$ cat config.mk
export PLATFORM = sky130hd
export DESIGN_NAME = pipelined_control_unit
export DESIGN_NICKNAME = d
export VERILOG_FILES = /design/src/rtl/pipelined_control_unit.sv
export SDC_FILE = /design/constraint.sdc
export NUM_CORES = 1
export LEC_CHECK = 0
export ABC_CLOCK_PERIOD_IN_PS = 2600
export CAP_MARGIN = 20
export CORE_MARGIN = 3
export CORE_UTILIZATION = 40
export CTS_BUF_LIST = sky130_fd_sc_hd__clkbuf_8
export CTS_CLUSTER_DIAMETER = 50
export CTS_CLUSTER_SIZE = 14
export DETAILED_ROUTE_END_ITERATION = 10
export GPL_ROUTABILITY_DRIVEN = 0
export PLACE_DENSITY = 0.7
export SYNTH_ARGS = -nofsm -noshare
export SYNTH_HDL_FRONTEND = slang
export SYNTH_SLANG_ARGS = --single-unit
$ cat constraint.sdc
create_clock -name clk -period 2.6 [get_ports clk]
set_clock_uncertainty 0.05 [all_clocks]
set_input_delay 0.26 -clock clk [delete_from_list [all_inputs] [get_ports clk]]
set_output_delay 0.26 -clock clk [all_outputs]
set_load 0.1 [all_outputs]
$ cat src/rtl/pipelined_control_unit.sv
// MIPS control unit: D-stage decode, E/M/W control pipeline and a MULT result scoreboard.
// Define CU_ILLEGAL_OP_EN to add the sticky Illegal_Op flag for undefined encodings.
module pipelined_control_unit #(
    parameter int ALU_OP_W    = 4,
    parameter int MUL_LATENCY = 4,
    parameter int CNT_W       = 4
) (
    input  logic                clk,
    input  logic                rst,
    input  logic [5:0]          Op_Code,
    input  logic [5:0]          Funct,
    input  logic                Flush_E,
    output logic                Jump_D,
    output logic                Jump_Reg_D,
    output logic                Mul_Stall_D,
    output logic                Mul_Busy,
    output logic                Reg_Dst_E,
    output logic                ALU_Src_E,
    output logic                Branch_E,
    output logic                Branch_Ne_E,
    output logic                Link_E,
    output logic [ALU_OP_W-1:0] ALU_Ctrl_E,
    output logic                Mem_Read_M,
    output logic                Mem_Write_M,
    output logic                Reg_Write_W,
    output logic                Mem_To_Reg_W
`ifdef CU_ILLEGAL_OP_EN
    ,
    output logic                Illegal_Op
`endif
);

    localparam logic [5:0] OP_RTYPE = 6'b000000;
    localparam logic [5:0] OP_LW    = 6'b100011;
    localparam logic [5:0] OP_SW    = 6'b101011;
    localparam logic [5:0] OP_BEQ   = 6'b000100;
    localparam logic [5:0] OP_BNE   = 6'b000101;
    localparam logic [5:0] OP_ADDI  = 6'b001000;
    localparam logic [5:0] OP_ANDI  = 6'b001100;
    localparam logic [5:0] OP_ORI   = 6'b001101;
    localparam logic [5:0] OP_SLTI  = 6'b001010;
    localparam logic [5:0] OP_LUI   = 6'b001111;
    localparam logic [5:0] OP_XORI  = 6'b001110;
    localparam logic [5:0] OP_J     = 6'b000010;
    localparam logic [5:0] OP_JAL   = 6'b000011;

    localparam logic [5:0] FN_ADD  = 6'b100000;
    localparam logic [5:0] FN_SUB  = 6'b100010;
    localparam logic [5:0] FN_AND  = 6'b100100;
    localparam logic [5:0] FN_OR   = 6'b100101;
    localparam logic [5:0] FN_SLT  = 6'b101010;
    localparam logic [5:0] FN_XOR  = 6'b100110;
    localparam logic [5:0] FN_NOR  = 6'b100111;
    localparam logic [5:0] FN_SLL  = 6'b000000;
    localparam logic [5:0] FN_SRL  = 6'b000010;
    localparam logic [5:0] FN_MULT = 6'b011000;
    localparam logic [5:0] FN_MFLO = 6'b010010;
    localparam logic [5:0] FN_MFHI = 6'b010000;
    localparam logic [5:0] FN_JR   = 6'b001000;

    localparam logic [3:0] ALU_ADD  = 4'd0;
    localparam logic [3:0] ALU_SUB  = 4'd1;
    localparam logic [3:0] ALU_AND  = 4'd2;
    localparam logic [3:0] ALU_OR   = 4'd3;
    localparam logic [3:0] ALU_SLT  = 4'd4;
    localparam logic [3:0] ALU_XOR  = 4'd5;
    localparam logic [3:0] ALU_LUI  = 4'd6;
    localparam logic [3:0] ALU_NOR  = 4'd7;
    localparam logic [3:0] ALU_SLL  = 4'd8;
    localparam logic [3:0] ALU_SRL  = 4'd9;
    localparam logic [3:0] ALU_MFLO = 4'd10;
    localparam logic [3:0] ALU_MFHI = 4'd11;
    localparam logic [3:0] ALU_MULT = 4'd12;

    typedef struct packed {
        logic       reg_dst;
        logic       alu_src;
        logic       branch;
        logic       branch_ne;
        logic       link;
        logic [3:0] alu;
        logic       mem_read;
        logic       mem_write;
        logic       reg_write;
        logic       mem_to_reg;
    } ctrl_t;

    ctrl_t            dec_s;
    ctrl_t            e_d;
    ctrl_t            e_q;
    logic             jump_s;
    logic             jump_reg_s;
    logic             is_mult_s;
    logic             is_mfx_s;
    logic             r_known_s;
    logic             capture_s;
    logic [CNT_W-1:0] cnt_d;
    logic [CNT_W-1:0] cnt_q;
    logic             mem_read_m_q;
    logic             mem_write_m_q;
    logic             reg_write_m_q;
    logic             mem_to_reg_m_q;
    logic             reg_write_w_q;
    logic             mem_to_reg_w_q;

    // D-stage decode of Op_Code/Funct into the control bundle.
    always_comb begin
        dec_s      = '0;
        jump_s     = 1'b0;
        jump_reg_s = 1'b0;
        is_mult_s  = 1'b0;
        is_mfx_s   = 1'b0;
        r_known_s  = 1'b0;
        case (Op_Code)
            OP_RTYPE: begin
                r_known_s = 1'b1;
                case (Funct)
                    FN_ADD:  dec_s.alu = ALU_ADD;
                    FN_SUB:  dec_s.alu = ALU_SUB;
                    FN_AND:  dec_s.alu = ALU_AND;
                    FN_OR:   dec_s.alu = ALU_OR;
                    FN_SLT:  dec_s.alu = ALU_SLT;
                    FN_XOR:  dec_s.alu = ALU_XOR;
                    FN_NOR:  dec_s.alu = ALU_NOR;
                    FN_SLL:  dec_s.alu = ALU_SLL;
                    FN_SRL:  dec_s.alu = ALU_SRL;
                    FN_MULT: begin
                        dec_s.alu = ALU_MULT;
                        is_mult_s = 1'b1;
                    end
                    FN_MFLO: begin
                        dec_s.alu = ALU_MFLO;
                        is_mfx_s  = 1'b1;
                    end
                    FN_MFHI: begin
                        dec_s.alu = ALU_MFHI;
                        is_mfx_s  = 1'b1;
                    end
                    FN_JR:   jump_reg_s = 1'b1;
                    default: r_known_s  = 1'b0;
                endcase
                // MULT writes HI/LO and JR writes nothing, so neither touches the register file.
                dec_s.reg_dst   = r_known_s;
                dec_s.reg_write = r_known_s & ~is_mult_s & ~jump_reg_s;
            end
            OP_LW: begin
                dec_s.alu_src    = 1'b1;
                dec_s.mem_read   = 1'b1;
                dec_s.mem_to_reg = 1'b1;
                dec_s.reg_write  = 1'b1;
                dec_s.alu        = ALU_ADD;
            end
            OP_SW: begin
                dec_s.alu_src   = 1'b1;
                dec_s.mem_write = 1'b1;
                dec_s.alu       = ALU_ADD;
            end
            OP_BEQ: begin
                dec_s.branch = 1'b1;
                dec_s.alu    = ALU_SUB;
            end
            OP_BNE: begin
                dec_s.branch    = 1'b1;
                dec_s.branch_ne = 1'b1;
                dec_s.alu       = ALU_SUB;
            end
            OP_ADDI, OP_ANDI, OP_ORI, OP_SLTI, OP_LUI, OP_XORI: begin
                dec_s.alu_src   = 1'b1;
                dec_s.reg_write = 1'b1;
                case (Op_Code)
                    OP_ANDI: dec_s.alu = ALU_AND;
                    OP_ORI:  dec_s.alu = ALU_OR;
                    OP_SLTI: dec_s.alu = ALU_SLT;
                    OP_LUI:  dec_s.alu = ALU_LUI;
                    OP_XORI: dec_s.alu = ALU_XOR;
                    default: dec_s.alu = ALU_ADD;
                endcase
            end
            OP_J: jump_s = 1'b1;
            OP_JAL: begin
                jump_s          = 1'b1;
                dec_s.link      = 1'b1;
                dec_s.reg_write = 1'b1;
            end
            default: dec_s = '0;
        endcase
    end

    assign Jump_D      = jump_s;
    assign Jump_Reg_D  = jump_reg_s;
    assign Mul_Busy    = (cnt_q != '0);
    assign Mul_Stall_D = Mul_Busy & (is_mult_s | is_mfx_s);
    assign capture_s   = ~Flush_E & ~Mul_Stall_D;

    // E-stage next state: the decode, or a bubble on flush/stall.
    always_comb begin
        if (capture_s) begin
            e_d = dec_s;
        end else begin
            e_d = '0;
        end
    end

    // Multiplier countdown: reload on a captured MULT, otherwise count down to zero.
    always_comb begin
        if (is_mult_s && capture_s) begin
            cnt_d = CNT_W'(MUL_LATENCY);
        end else if (cnt_q != '0) begin
            cnt_d = cnt_q - CNT_W'(1);
        end else begin
            cnt_d = cnt_q;
        end
    end

    // E/M/W pipeline registers and scoreboard counter.
    always_ff @(posedge clk or posedge rst) begin
        if (rst) begin
            e_q            <= '0;
            cnt_q          <= '0;
            mem_read_m_q   <= 1'b0;
            mem_write_m_q  <= 1'b0;
            reg_write_m_q  <= 1'b0;
            mem_to_reg_m_q <= 1'b0;
            reg_write_w_q  <= 1'b0;
            mem_to_reg_w_q <= 1'b0;
        end else begin
            e_q            <= e_d;
            cnt_q          <= cnt_d;
            mem_read_m_q   <= e_q.mem_read;
            mem_write_m_q  <= e_q.mem_write;
            reg_write_m_q  <= e_q.reg_write;
            mem_to_reg_m_q <= e_q.mem_to_reg;
            reg_write_w_q  <= reg_write_m_q;
            mem_to_reg_w_q <= mem_to_reg_m_q;
        end
    end

    assign Reg_Dst_E    = e_q.reg_dst;
    assign ALU_Src_E    = e_q.alu_src;
    assign Branch_E     = e_q.branch;
    assign Branch_Ne_E  = e_q.branch_ne;
    assign Link_E       = e_q.link;
    assign ALU_Ctrl_E   = ALU_OP_W'(e_q.alu);
    assign Mem_Read_M   = mem_read_m_q;
    assign Mem_Write_M  = mem_write_m_q;
    assign Reg_Write_W  = reg_write_w_q;
    assign Mem_To_Reg_W = mem_to_reg_w_q;

`ifdef CU_ILLEGAL_OP_EN
    logic illegal_d;
    logic illegal_q;

    function automatic logic is_undefined(input logic [5:0] op, input logic [5:0] fn);
        logic undef;
        case (op)
            OP_RTYPE: begin
                case (fn)
                    FN_ADD, FN_SUB, FN_AND, FN_OR, FN_SLT, FN_XOR, FN_NOR,
                    FN_SLL, FN_SRL, FN_MULT, FN_MFLO, FN_MFHI, FN_JR: undef = 1'b0;
                    default: undef = 1'b1;
                endcase
            end
            OP_LW, OP_SW, OP_BEQ, OP_BNE, OP_ADDI, OP_ANDI, OP_ORI,
            OP_SLTI, OP_LUI, OP_XORI, OP_J, OP_JAL: undef = 1'b0;
            default: undef = 1'b1;
        endcase
        return undef;
    endfunction

    // Sticky flag: only encodings that actually enter E count.
    always_comb begin
        if (capture_s && is_undefined(Op_Code, Funct)) begin
            illegal_d = 1'b1;
        end else begin
            illegal_d = illegal_q;
        end
    end

    // Illegal_Op holds until reset.
    always_ff @(posedge clk or posedge rst) begin
        if (rst) begin
            illegal_q <= 1'b0;
        end else begin
            illegal_q <= illegal_d;
        end
    end

    assign Illegal_Op = illegal_q;
`endif

endmodule
# After elaboration in Yosys (flattened, before gate mapping)
# Index checks and enable logic that the tools add are counted.
# op_classes
addsub,1
n_eq_ne,24
mux,25
bitwise_logic,9
n_reduce_logical,12
# ops
cell,n
equality test 6 bit (second input constant),9
one-hot mux 4 bit (11 select lines),1
equality test 6 x 4 -> 1 bit (second input constant),7
equality test 6 x 2 -> 1 bit (second input constant),3
equality test 6 x 5 -> 1 bit (second input constant),3
2-to-1 mux 1 bit,18
OR reduction 8 bit,2
one-hot mux 3 bit (5 select lines),1
2-to-1 mux 13 bit,1
OR reduction 13 bit,1
equality test 6 x 3 -> 1 bit (second input constant),2
logical NOT 6 bit,2
one-hot mux 4 bit (3 select lines),1
2-to-1 mux 4 bit,2
OR reduction 2 bit,3
OR reduction 6 bit,1
AND 1 bit,4
NOT 1 bit,4
nonzero test 4 bit,1
subtractor 4 x 1 -> 4 bit (second input constant),1
one-hot mux 1 bit (2 select lines),1
nonzero test 2 bit,1
logical AND 1 bit,1
bitwise OR 1 bit,1
# totals
register_bits,23
input_bits,15
out_inout_bits,17
word_cells,88

# Longest topological paths before layout
# Gate-level depths: netlist of run 1.
# logic_depth
depth_word,10
depth_mapped,8
mapped_depth_nobuf,7

# Least setup slack after synthesis of run 1
# Ideal clock, no wire load.
# synth_timing
kind,input-to-output
startpoint,in Op_Code[1]
endpoint,out Jump_Reg_D
arrival_ps,3803
path_slack_ps,-1513
stages,4
path_cell_list,buf_6 -> nor4_1 -> nand2_1 -> nor4_1
# synth_via
elab_chain_cells,2
# synth_rtl
item,line_no,text
start: declaration,10,"input logic [5:0] Op_Code,"
logical NOT 6 bit,114,case (Op_Code)
2-to-1 mux 1 bit,114,
end: declaration,14,"output logic Jump_Reg_D,"
# No other way between the ends.

# Worst setup path in the final report of run 1
# layout_timing
startpoint,in Op_Code[2]
endpoint,out Jump_Reg_D
# The elaborated chain is that of the path after synthesis.

==> flow_summary.json, run 1 <==
{
  "die_x_um": 61.3,
  "area_delta_synth_final_pct": 26.7,
  "reg2reg_setup_slack_ns": 0.44,
  "final_nets": 160,
  "grt_max_degree": 22,
  "syn_area_um2": 1220,
  "post_dp_cell_area_um2": 1500,
  "port_buffers": 31,
  "drtPass1Iterations": 4,
  "dp_slack_ns": 0.269,
  "p_leak_uw": 0.000699,
  "rows": 19,
  "design_area_um2": 1550,
  "powerDensity_nw_per_um2": 566,
  "ys_warn_count": 0,
  "core_um2": 2830,
  "dr_total_vias": 912,
  "wl_um": 2410,
  "die_area_um2": 3760,
  "syn-num-nets": 133,
  "drc": 0,
  "layout_setup_ws_ns": 0.269,
  "grt_pass1_wl_um": 3730,
  "cts.clk_slew.worst_paths_ns": 0.07,
  "synth_ff_type": "dfrtp_1",
  "ctsResizeCount": 0,
  "worstRegToRegCells": 7,
  "hold_viol_final": 0,
  "run_status": "finished clean",
  "crit_arrival_ns": 2.02,
  "setup_tns_ns": 0,
  "cp-start-kind": "input port",
  "fmax_mhz": 429,
  "syn-mean-instance-area_um2": 10.5,
  "pin_count": 32,
  "maxSlewViolCount": 0,
  "hold_class": "reg2reg",
  "dr.first_iter.drc_count": 23,
  "placed_cells": 169,
  "yosysSeqAreaShare_pct": 43.0,
  "synth_edf_count": 0,
  "layout_worst_path_cycle_share_pct": 89.6,
  "clock_sinks": 21,
  "holdPathStages": 0,
  "reg2reg_to": "Branch_Ne_E$_DFF_PP0_",
  "setup_viol": 0,
  "cts_made_buffers": 3,
  "cp_max_fo": 9,
  "drv_cap": 0,
  "n_antenna_cell": 0,
  "synth_cell_types": 42,
  "synth_cells": 116,
  "relSlewSlack_pct": 48.7,
  "layout_min_cycle_time_ns": 2.33,
  "grt.total_usage_pct": 13.4,
  "final_cells": 173,
  "wire_per_inst_um": 13.9,
  "grt_pass1_vias": 832,
  "timing.rr.start": "cnt_q[0]$_DFFE_PP0P_",
  "ir_drop_uv": 196,
  "avgViaCountPerCell": 5.27,
  "cp-end-kind": "output pin",
  "rsz0062_at_grt": "false",
  "antenna_found_initial": 0,
  "ctsHoldBuffers": 0,
  "start_util_pct": 43.2,
  "cts_root_buf": "clkbuf_8",
  "critical_path_required_ns": 2.29,
  "max_slew.worst_pin.slew_ns": 0.768,
  "worst-setup-path-type": "in2out",
  "cts_max_level": 1,
  "async_flop_share_pct": 100,
  "drive_gt1_share_pct": 24.6,
  "postCtsSetupBuffers": 0,
  "postRouteAntennaNets": 0,
  "cts_tree": "built",
  "gr-total-overflow": 0,
  "clk_latency_ns": 0.25,
  "ys_seq_elements": 21,
  "hpwl_um": 1910,
  "clock_path_buffers": 2,
  "hold_end": "Mem_Write_M$_DFF_PP0_",
  "min_from": "e_q[2]$_DFF_PP0_",
  "die-height_um": 61.3
}
cells by family (layout without fill, tap and decap cells):
family                     count (synthesis)  in the layout  share of synthesized area (%)
and+or+nand+nor                           52             52                           29.1
DFF                                       21             21                           43.0
AOI/OAI and AO/OA                         19             19                           12.6
buffers and inverters                     18             44                           10.2
adders and majority gates                  2              2                           2.05
xor gates and xnor gates                   2              2                           1.43
muxes                                      2              2                           1.64
worst max path at each step:
stage | end | cells past startpoint | start | slack (ns)
floorplan | Jump_D | 3 | Op_Code[2] | 0.11
global placement | Jump_Reg_D | 5 | Op_Code[2] | 0.33
detailed placement | Jump_Reg_D | 5 | Op_Code[2] | 0.27
CTS | Jump_Reg_D | 5 | Op_Code[2] | 0.25
global route | Jump_Reg_D | 5 | Op_Code[2] | 0.11
finish | Jump_Reg_D | 5 | Op_Code[2] | 0.27
cell usage in the layout, fill, tap and decap left out, types with 3 or more instances in the layout:
cell type	n
a2111oi_0	3
nand2_1	9
buf_4	17
clkdlybuf4s50_1	14
nor2_1	11
nand3b_1	3
buf_12	3
clkbuf_8	3
nor2b_1	3
inv_1	7
nor4_1	4
dfrtp_1	21
cell type report:
class	count	area, um2
sequential	21	526
timing repair buffer	34	328
tap	31	38.8
multi-input combinational	77	589
fill	261	1280
clock inverter	1	3.75
inverter	6	22.5
clock buffer	3	41.3
synth_stat cells (all sizes together), types with 3 or more instances:
cell	number	area share, %
nand3b	3	1.8
nor2b	3	1.5
nor4	6	4.3
nor2	12	3.7
nand2	9	2.8
inv	6	1.8
nor4b	4	5.3
buf	11	8.1
dfrtp	21	43
a2111oi	3	2.1
metal layers:
metal	track usage, %	vias up	share of wire (%)
met1	19.4	428	47
met2	19.8	25	47
li1	-	457	-
met3	2.10	2	4.6
met4	5.57	0	0.87
met5	0	-	0
power by group:
group	switching [uW]	total [uW]	leakage, uW	internal (uW)
Sequential	25.5	389	0.000284	364
Combinational	170	289	0.000388	118
Clock	93.8	199	0.0000269	105
stage by stage:
stage | util, % | power (uW) | hold WS (ns)
floorplan | - | 625 | 0.187
global placement | 53.2 | 671 | 0.282
detailed placement | 53.2 | 688 | 0.293
CTS | 54.8 | 891 | 0.310
global route | 54.8 | 930 | 0.317
finish | 54.8 | 877 | 0.305
worst max-delay path: stages:
cell and delay [ns]:
clkdlybuf4s50_1 0.55, nor4_1 0.39, nand2_1 0.27, nor4_4 0.32
buf_12 0.21
Note: power is estimated with default switching activity, not from simulation.
==> inputs of run 2 (changes only) <==
--- a/config.mk
+++ b/config.mk
@@ -6,5 +6,5 @@
 export NUM_CORES = 1
 export LEC_CHECK = 0
-export ABC_CLOCK_PERIOD_IN_PS = 2600
+export ABC_CLOCK_PERIOD_IN_PS = 1950
 export CAP_MARGIN = 20
 export CORE_MARGIN = 3
@@ -15,5 +15,5 @@
 export DETAILED_ROUTE_END_ITERATION = 10
 export GPL_ROUTABILITY_DRIVEN = 0
-export PLACE_DENSITY = 0.7
+export PLACE_DENSITY = 0.72
 export SYNTH_ARGS = -nofsm -noshare
 export SYNTH_HDL_FRONTEND = slang
==> constraint.sdc (replaced) <==
create_clock -name clk -period 1.95 [get_ports clk]
set_clock_uncertainty 0.05 [all_clocks]
set_input_delay 0.2925 -clock clk [delete_from_list [all_inputs] [get_ports clk]]
set_output_delay 0.2925 -clock clk [all_outputs]
set_load 0.1 [all_outputs]
==> run 2 against run 1 <==
  * Cell count up 20%
  * Highest routed layer unchanged
  * Critical path type is now reg2reg
  * Via count up 20%
  * Worst setup slack worse by 0.27 ns
  * Worst hold slack worse by 0.0026 ns
  * Combinational power up 97%
  * Routed wire length up 27%
  * Final area up 22%
  * Core utilization up 12 points
  * Sequential power up 34%
  * Global-route usage up 4.3 points
  * First-iteration DRC count up 4.3%
  * Die area unchanged
  * Largest power group is now combinational logic
==> flow_summary.json, run 2 (same netlist as run 1, synthesis figures left out) <==
{
  "run_status": "finished clean",
  "cts_tree": "built",
  "n_fill_cell": 229,
  "wire_per_inst_um": 14.7,
  "die_area_um2": 3760,
  "design_area_um2": 1890,
  "mostFrequentLayoutCells": "buf_4, dfrtp_1, nand2_1, nor2_1",
  "grt_pass1_wl_um": 4870,
  "worst-setup-path-type": "reg2reg",
  "layout_worst_path_cycle_share_pct": 99.8,
  "gr-total-overflow": 0,
  "grt_max_degree": 22,
  "cts_made_buffers": 3,
  "antenna_found_initial": 0,
  "wl_met3_um": 120,
  "final_nets": 195,
  "n_antenna_cell": 0,
  "ir_drop_uv": 321,
  "drc": 0,
  "port_buffers": 31,
  "routed.top_layer": "met4",
  "powerDensity_nw_per_um2": 722,
  "rsz0062_at_grt": "true",
  "core_um2": 2830,
  "dr_total_vias": 1097,
  "setup_viol": 0,
  "hold_class": "in2async",
  "cp-start-kind": "register",
  "grt.total_usage_pct": 17.7,
  "clock_path_buffers": 2,
  "maxSlewViolCount": 0,
  "max_stage_delay_ns": 0.40,
  "clk_latency_ns": 0.26,
  "drive_gt1_share_pct": 46.9,
  "wl_met2_um": 1610,
  "wl_um": 3060,
  "critical_path_required_ns": 2.07,
  "placed_cells": 197,
  "final_cells": 208,
  "cp_max_fo": 4,
  "drv_cap": 0,
  "multi_input_area_um2": 653,
  "drtPass1Iterations": 6,
  "cp-end-kind": "register",
  "relSlewSlack_pct": 67.9,
  "start_util_pct": 43.2,
  "cpMaxStageDelayCell": "dfrtp_1",
  "postRouteAntennaNets": 0,
  "crit_arrival_ns": 2.07,
  "cts.clk_slew.worst_paths_ns": 0.07,
  "area_delta_synth_final_pct": 54.7,
  "crit_chain": "inv_2 -> ha_4 -> or3b_4 -> nand3_4 -> o21bai_4 -> or3_4 -> nor4b_4",
  "fmax_mhz": 514,
  "rows": 19,
  "dr.first_iter.drc_count": 24,
  "p_leak_uw": 0.000902,
  "m1WireLength_um": 1270,
  "clock_sinks": 21,
  "cts_root_buf": "clkbuf_8",
  "die-height_um": 61.3,
  "avgViaCountPerCell": 5.27,
  "pin_count": 32,
  "max_slew.worst_pin.slew_ns": 0.470,
  "seqCellArea_um2": 526,
  "layout_commonest_cell": "buf_4",
  "post_dp_cell_area_um2": 1770,
  "die_x_um": 61.3,
  "hold_viol_final": 0,
  "cts_max_level": 1,
  "grt_pass1_vias": 1096,
  "layout_min_cycle_time_ns": 1.95,
  "hpwl_um": 2390
}
## run 2: changes by cell type in the layout (fill, tap and decap cells not counted), moves of 3 or more
| cell | previous run | this run |
|---|---|---|
| dlygate4sd2_1 | 0 | 6 |
| clkdlybuf4s50_1 | 14 | 6 |
| buf_4 | 17 | 50 |
| nor2_1 | 11 | 8 |
| inv_1 | 7 | 4 |
## run 2: power breakdown
group | internal [uW] | switching (uW)
clock | 142 | 134
combinational | 281 | 287
sequential | 485 | 34.7
total | 908 | 456
## run 2: final timing paths
kind,cells after the start,from,endpoint,slack [ns]
max,7,cnt_q[0]$_DFFE_PP0P_,Branch_E$_DFF_PP0_,0.004
min,3,rst,e_q[1]$_DFF_PP0_,0.30
max reg2reg,7,cnt_q[0]$_DFFE_PP0P_,Branch_E$_DFF_PP0_,0.004
min reg2reg,0,reg_write_m_q$_DFF_PP0_,Reg_Write_W$_DFF_PP0_,0.30
max in group asynchronous,3,rst,Mem_Write_M$_DFF_PP0_,1.35
min in group clk,0,reg_write_m_q$_DFF_PP0_,Reg_Write_W$_DFF_PP0_,0.30
## run 2: stage by stage
step                power (uW)  worst slack, ns  util [%]  setup TNS (ns)  hold WS (ns)
floorplan                  866           -0.303         -          -0.520         0.219
global placement           998           -0.139      62.4          -0.942         0.283
detailed placement        1020           -0.199      62.4           -1.49         0.290
CTS                       1350         -0.00486      66.1        -0.00486         0.306
global route              1450          -0.0964      66.8          -0.246         0.312
finish                    1360          0.00423      66.8               0         0.303
## run 2: timing repair
item                       CTS  global route
pin swaps                    6             3
setup buffers                6             1
resized for setup           12             4
cloned                       0             0
hold endpoints to repair     0             0
hold buffers                 0             0
setup endpoints to repair    5             7
## run 2: cell type report
type / instances / share of cell area (%)
tap: 31 / 2.05
sequential: 21 / 27.8
multi-input combinational: 77 / 34.5
clock inverter: 1 / 0.265
timing repair buffer: 69 / 32.0
clock buffer: 3 / 2.18
inverter: 6 / 1.19
## run 2: critical path: cells and delay by family (launching register included)
family	cells	cell delay, ns
buf+inv	1	0.09
flops	1	0.40
compound gates	1	0.09
simple gates	4	1.09
fa+ha+maj	1	0.13
## run 2: metal layers
layer	up-vias	track usage, %
met5	-	0
met4	0	8.36
met3	6	2.52
met2	32	30.7
met1	528	21.4
li1	531	-
==> inputs of run 3 (changes only) <==
- MAX_ROUTING_LAYER: unset -> met4
==> run 3 against run 2 <==
  * Worst setup slack better by 0.0016 ns
  * Via count up 0.36%
  * Register-to-register slack about the same
  * First-iteration DRC count up 17%
  * Worst hold slack about the same
  * Final area unchanged
  * Routed wire length down 0.16%
  * Sequential power about the same
  * Clock power about the same
  * Sequential share of layout area unchanged
  * Count of clock-buffer cells in the layout unchanged
  * Die area unchanged
  * Largest power group unchanged
  * Highest routed layer unchanged
==> flow_summary.json, run 3 (same netlist as run 1, synthesis figures left out) <==
{
  "run_status": "finished clean",
  "pin_count": 32,
  "clock_path_buffers": 2,
  "drtPass1Iterations": 6,
  "cts_tree": "built",
  "clock_power_share_pct": 20.3,
  "hold_class": "in2async",
  "cts_max_level": 1,
  "core_um2": 2830,
  "worst-setup-path-type": "reg2reg",
  "grt_pass1_vias": 1091,
  "power_uw": 1360,
  "setup_viol": 0,
  "rows": 19,
  "rsz0062_at_grt": "true",
  "wire_per_inst_um": 14.7,
  "relSlewSlack_pct": 67.9,
  "swShare_pct": 33.4,
  "p_leak_uw": 0.000902,
  "clk_latency_ns": 0.26,
  "maxSlewViolCount": 0,
  "hpwl_um": 2390,
  "ir_drop_uv": 321,
  "clock_sinks": 21,
  "antenna_found_initial": 0,
  "dr_total_vias": 1101,
  "cp_max_fo": 4,
  "final_util_pct": 66.8,
  "die_area_um2": 3760,
  "cts_root_buf": "clkbuf_8",
  "cp-end-kind": "register",
  "mostFrequentLayoutCells": "buf_4, dfrtp_1, nand2_1, nor2_1",
  "ctsHoldBuffers": 0,
  "combPwrFrac_pct": 41.6,
  "die-height_um": 61.3,
  "area_delta_synth_final_pct": 54.7,
  "layout_min_cycle_time_ns": 1.94,
  "drc": 0,
  "port_buffers": 31,
  "fmax_mhz": 514,
  "n_antenna_cell": 0,
  "die_x_um": 61.3,
  "cp-start-kind": "register",
  "layout_worst_path_cycle_share_pct": 99.7,
  "gr-total-overflow": 0,
  "crit_arrival_ns": 2.07,
  "critical_path_required_ns": 2.07,
  "wl_um": 3050,
  "start_util_pct": 43.2,
  "grt_max_degree": 22,
  "max_slew.worst_pin.slew_ns": 0.470,
  "cts_made_buffers": 3,
  "reg2reg_setup_slack_ns": 0.006,
  "drv_cap": 0,
  "hold_viol_final": 0,
  "powerDensity_nw_per_um2": 722,
  "intPower_uw": 908,
  "power.switching_uw": 456,
  "cts.clk_slew.worst_paths_ns": 0.07,
  "postRouteAntennaNets": 0,
  "grt.total_usage_pct": 18.2,
  "drive_gt1_share_pct": 46.9,
  "final_nets": 195,
  "design_area_um2": 1890,
  "avgViaCountPerCell": 5.29,
  "post_dp_cell_area_um2": 1770,
  "p_seq_share_pct": 38.1,
  "layout_commonest_cell": "buf_4",
  "dr.first_iter.drc_count": 28,
  "grt_pass1_wl_um": 4890
}
==> run 3: final timing paths <==
| check | cells after the start | from | end |
|---|---|---|---|
| hold / removal | 3 | rst | e_q[1]$_DFF_PP0_ |
| hold reg to reg | 0 | reg_write_m_q$_DFF_PP0_ | Reg_Write_W$_DFF_PP0_ |
| max in group asynchronous | 3 | rst | Mem_Write_M$_DFF_PP0_ |
| setup / recovery | 7 | cnt_q[0]$_DFFE_PP0P_ | Branch_E$_DFF_PP0_ |
| min in group clk | 0 | reg_write_m_q$_DFF_PP0_ | Reg_Write_W$_DFF_PP0_ |
| setup reg to reg | 7 | cnt_q[0]$_DFFE_PP0P_ | Branch_E$_DFF_PP0_ |
==> run 3: critical path, stage by stage (launching register included) <==
cell and delay [ns]:
dfrtp_1 0.40, inv_2 0.09, ha_4 0.13, or3b_4 0.40, nand3_4 0.10, o21bai_4 0.09
or3_4 0.38, nor4b_4 0.21
==> run 3: power by group through the flow <==
stage | logic [uW] | registers (uW) | clock network, uW
after floorplan | 331 | 536 | 0
after global placement | 477 | 521 | 0
after detailed placement | 495 | 525 | 0
after CTS | 554 | 519 | 279
after global routing | 620 | 526 | 307
final | 568 | 520 | 277
==> run 3: metrics by stage <==
step	instances	setup TNS (ns)	hold WS, ns	setup WS (ns)
detailed placement	197	-1.49	0.290	-0.199
floorplan	116	-0.520	0.219	-0.303
global route	208	-0.246	0.312	-0.0964
global placement	197	-0.942	0.283	-0.139
CTS	207	-0.00486	0.306	-0.00486
finish	208	0	0.303	0.00580
==> run 3: final cells by class <==
class                      instances  area [um2]
clock buffer                       3        41.3
clock inverter                     1        5.00
fill                             229         938
inverter                           6        22.5
multi-input combinational         77         653
sequential                        21         526
tap                               31        38.8
timing repair buffer              69         604
==> run 3: repair_timing <==
item                       in CTS  in global routing
gates resized for setup        12                  4
setup endpoints to repair       5                  7
setup buffers                   6                  1
hold endpoints to repair        0                  0
pin swaps                       6                  3
==> run 3: metal layers <==
layer / share of wire [%] / routed length (um) / track usage (%)
met1: 42 / 1270 / 21.7
met2: 52 / 1580 / 30.5
met3: 3.9 / 120 / 2.31
met4: 2.5 / 76 / 8.36
met5: 0 / 0 / -
